<file path="src/rtl/mem_access.sv">
// Memory-access stage: byte-serial loads/stores over an 8-bit RAM port, with a
// one-cycle pass-through for non-memory ops and an upstream stall while busy.
package mem_access_pkg;
    localparam int unsigned ALU_OP_W = 8;
    localparam int unsigned ADDR_W   = 32;
    localparam int unsigned DATA_W   = 32;
    localparam int unsigned REG_W    = 5;

    localparam logic [ALU_OP_W-1:0] ALU_ADD_OP = 8'h01;
    localparam logic [ALU_OP_W-1:0] ALU_LB_OP  = 8'h10;
    localparam logic [ALU_OP_W-1:0] ALU_LH_OP  = 8'h11;
    localparam logic [ALU_OP_W-1:0] ALU_LW_OP  = 8'h12;
    localparam logic [ALU_OP_W-1:0] ALU_LBU_OP = 8'h13;
    localparam logic [ALU_OP_W-1:0] ALU_LHU_OP = 8'h14;
    localparam logic [ALU_OP_W-1:0] ALU_SB_OP  = 8'h18;
    localparam logic [ALU_OP_W-1:0] ALU_SH_OP  = 8'h19;
    localparam logic [ALU_OP_W-1:0] ALU_SW_OP  = 8'h1A;

    typedef struct packed {
        logic [ALU_OP_W-1:0] op;
        logic [ADDR_W-1:0]   addr;
        logic [DATA_W-1:0]   sdata;
        logic                wreg;
        logic [REG_W-1:0]    waddr;
    } mem_req_t;
endpackage

module mem_access
    import mem_access_pkg::*;
(
    input  logic                clk,
    input  logic                rst,
    input  logic                valid_EXMEM_i,
    input  logic [ALU_OP_W-1:0] aluop_EXMEM_i,
    input  logic                wreg_EXMEM_i,
    input  logic [REG_W-1:0]    waddr_EXMEM_i,
    input  logic [DATA_W-1:0]   alurslt_EXMEM_i,
    input  logic [DATA_W-1:0]   storedata_EXMEM_i,
    output logic                stall_o,
    output logic [ADDR_W-1:0]   mem_a_o,
    output logic [7:0]          mem_dout_o,
    output logic                mem_wr_o,
    input  logic [7:0]          mem_din_i,
    output logic                valid_MEMWB_o,
    output logic                wreg_MEMWB_o,
    output logic [REG_W-1:0]    waddr_MEMWB_o,
    output logic [DATA_W-1:0]   wdata_MEMWB_o
);
    typedef enum logic [1:0] {IDLE, ACCESS, WAIT} state_t;

    function automatic logic is_load(input logic [ALU_OP_W-1:0] op);
        return op inside {ALU_LB_OP, ALU_LH_OP, ALU_LW_OP, ALU_LBU_OP, ALU_LHU_OP};
    endfunction

    function automatic logic is_store(input logic [ALU_OP_W-1:0] op);
        return op inside {ALU_SB_OP, ALU_SH_OP, ALU_SW_OP};
    endfunction

    // Index of the final byte: n-1 for an n-byte access.
    function automatic logic [1:0] last_idx(input logic [ALU_OP_W-1:0] op);
        logic [1:0] r;
        r = 2'd0;
        if (op inside {ALU_LW_OP, ALU_SW_OP})
            r = 2'd3;
        else if (op inside {ALU_LH_OP, ALU_LHU_OP, ALU_SH_OP})
            r = 2'd1;
        return r;
    endfunction

    state_t            state, state_n;
    logic [1:0]        cnt, cnt_n;
    logic [1:0]        last_cnt;
    mem_req_t          req, req_n;
    logic [23:0]       bytes, bytes_n;
    logic [ADDR_W-1:0] mem_a_n;
    logic [7:0]        mem_dout_n;
    logic              mem_wr_n;
    logic              valid_n, wreg_n;
    logic [REG_W-1:0]  waddr_n;
    logic [DATA_W-1:0] wdata_n;
    logic              stall_c;

    assign last_cnt = last_idx(req.op);
    assign stall_o  = stall_c;

    always_ff @(posedge clk or negedge rst) begin
        if (!rst) begin
            state         <= IDLE;
            cnt           <= '0;
            req           <= '0;
            bytes         <= '0;
            mem_a_o       <= '0;
            mem_dout_o    <= '0;
            mem_wr_o      <= 1'b0;
            valid_MEMWB_o <= 1'b0;
            wreg_MEMWB_o  <= 1'b0;
            waddr_MEMWB_o <= '0;
            wdata_MEMWB_o <= '0;
        end else begin
            state         <= state_n;
            cnt           <= cnt_n;
            req           <= req_n;
            bytes         <= bytes_n;
            mem_a_o       <= mem_a_n;
            mem_dout_o    <= mem_dout_n;
            mem_wr_o      <= mem_wr_n;
            valid_MEMWB_o <= valid_n;
            wreg_MEMWB_o  <= wreg_n;
            waddr_MEMWB_o <= waddr_n;
            wdata_MEMWB_o <= wdata_n;
        end
    end

    always_comb begin
        state_n    = state;
        cnt_n      = cnt;
        req_n      = req;
        bytes_n    = bytes;
        mem_a_n    = mem_a_o;
        mem_dout_n = mem_dout_o;
        mem_wr_n   = 1'b0;
        valid_n    = 1'b0;
        wreg_n     = wreg_MEMWB_o;
        waddr_n    = waddr_MEMWB_o;
        wdata_n    = wdata_MEMWB_o;
        stall_c    = 1'b0;

        case (state)
            IDLE: begin
                if (valid_EXMEM_i) begin
                    if (is_load(aluop_EXMEM_i) || is_store(aluop_EXMEM_i)) begin
                        // Byte 0 goes out on the acceptance edge.
                        stall_c    = 1'b1;
                        req_n      = '{op: aluop_EXMEM_i, addr: alurslt_EXMEM_i,
                                       sdata: storedata_EXMEM_i, wreg: wreg_EXMEM_i,
                                       waddr: waddr_EXMEM_i};
                        cnt_n      = '0;
                        mem_a_n    = alurslt_EXMEM_i;
                        mem_dout_n = storedata_EXMEM_i[7:0];
                        mem_wr_n   = is_store(aluop_EXMEM_i);
                        state_n    = ACCESS;
                    end else begin
                        valid_n = 1'b1;
                        wreg_n  = wreg_EXMEM_i;
                        waddr_n = waddr_EXMEM_i;
                        wdata_n = alurslt_EXMEM_i;
                    end
                end
            end
            ACCESS: begin
                stall_c = (cnt != last_cnt) || is_load(req.op);
                // Read data lags its address by one cycle.
                case (cnt)
                    2'd1:    bytes_n[7:0]   = mem_din_i;
                    2'd2:    bytes_n[15:8]  = mem_din_i;
                    2'd3:    bytes_n[23:16] = mem_din_i;
                    default: bytes_n        = bytes;
                endcase
                if (cnt == last_cnt) begin
                    cnt_n = '0;
                    if (is_store(req.op)) begin
                        state_n = IDLE;
                        valid_n = 1'b1;
                        wreg_n  = 1'b0;
                        waddr_n = req.waddr;
                        wdata_n = '0;
                    end else begin
                        state_n = WAIT;
                    end
                end else begin
                    cnt_n      = cnt + 2'd1;
                    mem_a_n    = req.addr + ADDR_W'(cnt_n);
                    mem_dout_n = 8'(req.sdata >> {cnt_n, 3'b000});
                    mem_wr_n   = is_store(req.op);
                end
            end
            WAIT: begin
                case (req.op)
                    ALU_LB_OP:  wdata_n = {{24{mem_din_i[7]}}, mem_din_i};
                    ALU_LBU_OP: wdata_n = {24'h0, mem_din_i};
                    ALU_LH_OP:  wdata_n = {{16{mem_din_i[7]}}, mem_din_i, bytes[7:0]};
                    ALU_LHU_OP: wdata_n = {16'h0, mem_din_i, bytes[7:0]};
                    default:    wdata_n = {mem_din_i, bytes};
                endcase
                valid_n = 1'b1;
                wreg_n  = req.wreg;
                waddr_n = req.waddr;
                cnt_n   = '0;
                state_n = IDLE;
            end
            default: state_n = IDLE;
        endcase

        if (!rst)
            stall_c = 1'b0;
    end
endmodule
</file>
<file path="config.mk">
export PLATFORM = sky130hd
export DESIGN_NAME = mem_access
export DESIGN_NICKNAME = d
export VERILOG_FILES = /design/src/rtl/mem_access.sv
export SDC_FILE = /design/constraint.sdc
export NUM_CORES = 1
export LEC_CHECK = 0
export BUFFER_PORTS_ARGS = -buffer_cell sky130_fd_sc_hd__buf_2
export CAP_MARGIN = 5
export CELL_PAD_IN_SITES_DETAIL_PLACEMENT = 1
export CELL_PAD_IN_SITES_GLOBAL_PLACEMENT = 1
export CORE_UTILIZATION = 44
export CTS_BUF_LIST = sky130_fd_sc_hd__clkbuf_8 sky130_fd_sc_hd__clkbuf_16
export CTS_CLUSTER_DIAMETER = 100
export DETAILED_ROUTE_END_ITERATION = 7
export PLACE_DENSITY = 0.92
export SLEW_MARGIN = 30
export SYNTH_ARGS = -nofsm -noshare
export SYNTH_HDL_FRONTEND = slang
export SYNTH_SLANG_ARGS = --single-unit
</file>
<file path="constraint.sdc">
create_clock -name clk -period 3.1 [get_ports clk]
set_clock_uncertainty 0.05 [all_clocks]
set_input_delay 0.465 -clock clk [delete_from_list [all_inputs] [get_ports clk]]
set_output_delay 0.465 -clock clk [all_outputs]
set_load 0.01 [all_outputs]
</file>
==> qor.csv <==
metric,value,unit
Num CTS Buffers,17,
"Period Utilization, post-route",97.6,%
Yosys top cell area share,51.4,%
mux cell area share after synthesis,23.3,%
"area leader, netlist",dfrtp_1,
CTS tree,built,
FF-to-FF Start,req[70],
FMAX,0.330,GHz
Hold Fails Final Rpt,0,
Max Root-Sink Buffers,2,
# H-tree levels,4,
largest family of logic cells by synthesized area,multiplexers,
Final Max Tran Viols,0,
# nets final,1048,
Detailed Routing Iterations Pass 1,4,
Post-synth top flop,dfrtp_1,
worst r2r dst,wdata_MEMWB_o[8],
GPL Wtd Cong,0.847,
crit end category,output port,
DIE AREA,21200,um^2
Pleak,5.11,nW
initial core utilization,44.8,%
worst setup path class,register to output port,
clock-pin slew on the worst setup and hold paths,0.07,ns
later-pin clock latency in the skew report,0.43,ns
outcome,"finished, final reports clean",
CP max FO,12,
Area Overhead vs Synth,20.5,%
# clock sinks,186,
max-cap viol count,0,
min-delay src,storedata_EXMEM_i[19],
#FFs+latches synth,186,
antenna violations before repair,0,
fillcell total,2185,
overall routing resource usage,25.1,%
Mapped Nets,878,
register area share after synthesis,51.4,%
worst hold path class,primary input to register,
post-synthesis adder-cell area fraction,1.46,%
Gate Count Post-Synth,779,
"Avg Cell Area, Syn",11.6,um^2
Compound-Gate Fraction of Synth Area,8.17,%
pwr dens,944,nW/um^2
simple-gate share of the synthesized area,9.13,%
worst hold slack,0.209,ns
pre-CTS setup slack,0.299,ns
fraction of registers with async set/reset,100,%
Detailed Route Iter0 Violations,402,
Die Y,146,um
hold depth,2,
fin util,54.0,%
post-route ant nets,0,
DR vias/cell,5.59,
Worst Hold Endpoint,req[25],
number of global-route vias before repair,7442,
DR DRC count,0,
IO Count,170,
Port-buffer cells,169,
clock root buffer master,clkbuf_16,
final WL,25900,um
CP Launch Type,register,
WL/cell,21.0,um
fin crit period,3.03,ns
largest cells by area after synthesis,"dfrtp_1 51%, mux2_2 15%, mux2i_1 3.9%",
VDD IR max,0.484,mV
via count,6894,
Post-synth EDFFs,0,
"Arr. time, crit path",2.51,ns
actual slew at the worst max-slew pin,0.808,ns
worst setup margin,0.0731,ns
XOR/XNOR share of the synthesized area,2.80,%
Slew headroom,45.7,%
setup TNS,0,ns
R2R depth,7,
Critical Path RT,2.58,ns
HPWL after detailed placement,17700,um
Congestion Overflow GR,0,
CORE AREA,20200,um^2
FP Rows,52,
Mapped Area,9060,um^2
Design Power,0.0103,W
final-report setup violation count,0,
worst reg-to-reg setup slack,0.32,ns
largest net degree at the start of global routing,134,
first-pass GRT wire length,41200,um
Netlist cell types,49,
"Warnings, synthesis",0,
die span in x,146,um
layout cells sized above 1,37.9,%
==> Yosys cell counts (all sizes together) (5+ instances only) <==
| master | count |
|---|---|
| nor2 | 29 |
| xor2 | 9 |
| clkbuf | 34 |
| o22ai | 33 |
| mux2i | 35 |
| and4 | 5 |
| xnor2 | 20 |
| dfrtp | 186 |
| inv | 44 |
| a221oi | 7 |
| nand4 | 7 |
| buf | 8 |
| nor2b | 8 |
| mux2 | 140 |
| nand3 | 22 |
| a21o | 9 |
| nand2 | 58 |
| and3 | 9 |
| o21ai | 48 |
| a21oi | 9 |
| ha | 9 |
| mux4 | 8 |
| a211oi | 9 |
| nor3 | 7 |
==> flip-flops by register name (all words and copies together) (netlist names) <==
signal,count
valid_MEMWB_o,1
cnt,2
mem_a_o,32
state,2
wreg_MEMWB_o,1
bytes,24
waddr_MEMWB_o,5
wdata_MEMWB_o,32
mem_dout_o,8
req,78
mem_wr_o,1
==> cells in the final DEF (no fill, tap or decap), drive strengths merged, types with 19 or more instances in the layout <==
master / synthesis / layout
xnor2: 20 / 20
o21ai: 48 / 48
mux2: 140 / 140
mux2i: 35 / 35
buf: 8 / 191
o22ai: 33 / 33
clkbuf: 34 / 19
nand3: 22 / 22
nand2: 58 / 58
dfrtp: 186 / 186
nor2: 29 / 29
inv: 44 / 50
==> metal layers <==
| metal | GRT usage [%] | share of wire [%] | vias to the layer above |
|---|---|---|---|
| li1 | - | - | 3110 |
| met1 | 29.9 | 41 | 3511 |
| met2 | 44.4 | 52 | 215 |
| met3 | 5.17 | 4.0 | 58 |
| met4 | 10.2 | 3.6 | 0 |
| met5 | 0 | 0 | - |
==> worst max-delay path by stage <==
stage          depth (start not counted)               end    start
3_5_place_dp                           7  wdata_MEMWB_o[7]  req[75]
6_report                               8           stall_o  req[70]
4_1_cts                                7           stall_o  req[77]
5_1_grt                                7           stall_o  req[76]
2_1_floorplan                         11        mem_a_o[9]   cnt[0]
3_3_place_gp                           7  wdata_MEMWB_o[3]  req[75]
==> critical path: stages, from the launching register on <==
cell      delay (ns)
dfrtp_1         0.53
nor3b_1         0.45
o311ai_4        0.15
buf_4           0.18
nand3_1         0.16
a21o_1          0.16
a21oi_1         0.07
nor2b_1         0.20
buf_2           0.18
==> cell type report <==
| type | instances | area (um^2) | area share, % |
|---|---|---|---|
| diodes | 1 | 2.50 | 0.0229 |
| multi-input cells | 507 | 4110 | 37.7 |
| flip-flops and latches | 186 | 4660 | 42.6 |
| clock buffers | 18 | 439 | 4.02 |
| inverters | 44 | 165 | 1.51 |
| clock inverters | 14 | 134 | 1.23 |
| repair buffers | 193 | 1070 | 9.84 |
| well taps | 270 | 338 | 3.09 |
==> power by group <==
group | switching [W] | internal (W)
Sequential | 0.000714 | 0.00336
Combinational | 0.00215 | 0.00195
Clock | 0.00105 | 0.00108
Total | 0.00392 | 0.00640
==> logic make-up (layout without fill, tap and decap cells) <==
| logic type | count (synthesis) | in the layout |
|---|---|---|
| other cells | 0 | 1 |
| buf+inv | 86 | 269 |
| compound gates | 121 | 121 |
| fa+ha+maj | 10 | 10 |
| simple gates | 164 | 164 |
| xor+xnor | 29 | 29 |
| flops | 186 | 186 |
| mux | 183 | 183 |
==> metrics by stage <==
| step | cell area (um^2) | std cells |
|---|---|---|
| CTS | 10900 | 1229 |
| finish | 10900 | 1233 |
| global route | 10900 | 1232 |
| floorplan | 9060 | 779 |
| detailed placement | 10300 | 1196 |
| global placement | 10300 | 1196 |
==> what timing repair did <==
item / CTS / global route
resized for setup: 1 / 4
hold buffers: 1 / 0
pin swaps: 1 / 3
setup buffers: 0 / 3
setup endpoints to repair: 1 / 1
hold endpoints to repair: 53 / 0
Power figures use the tool's default switching activity.
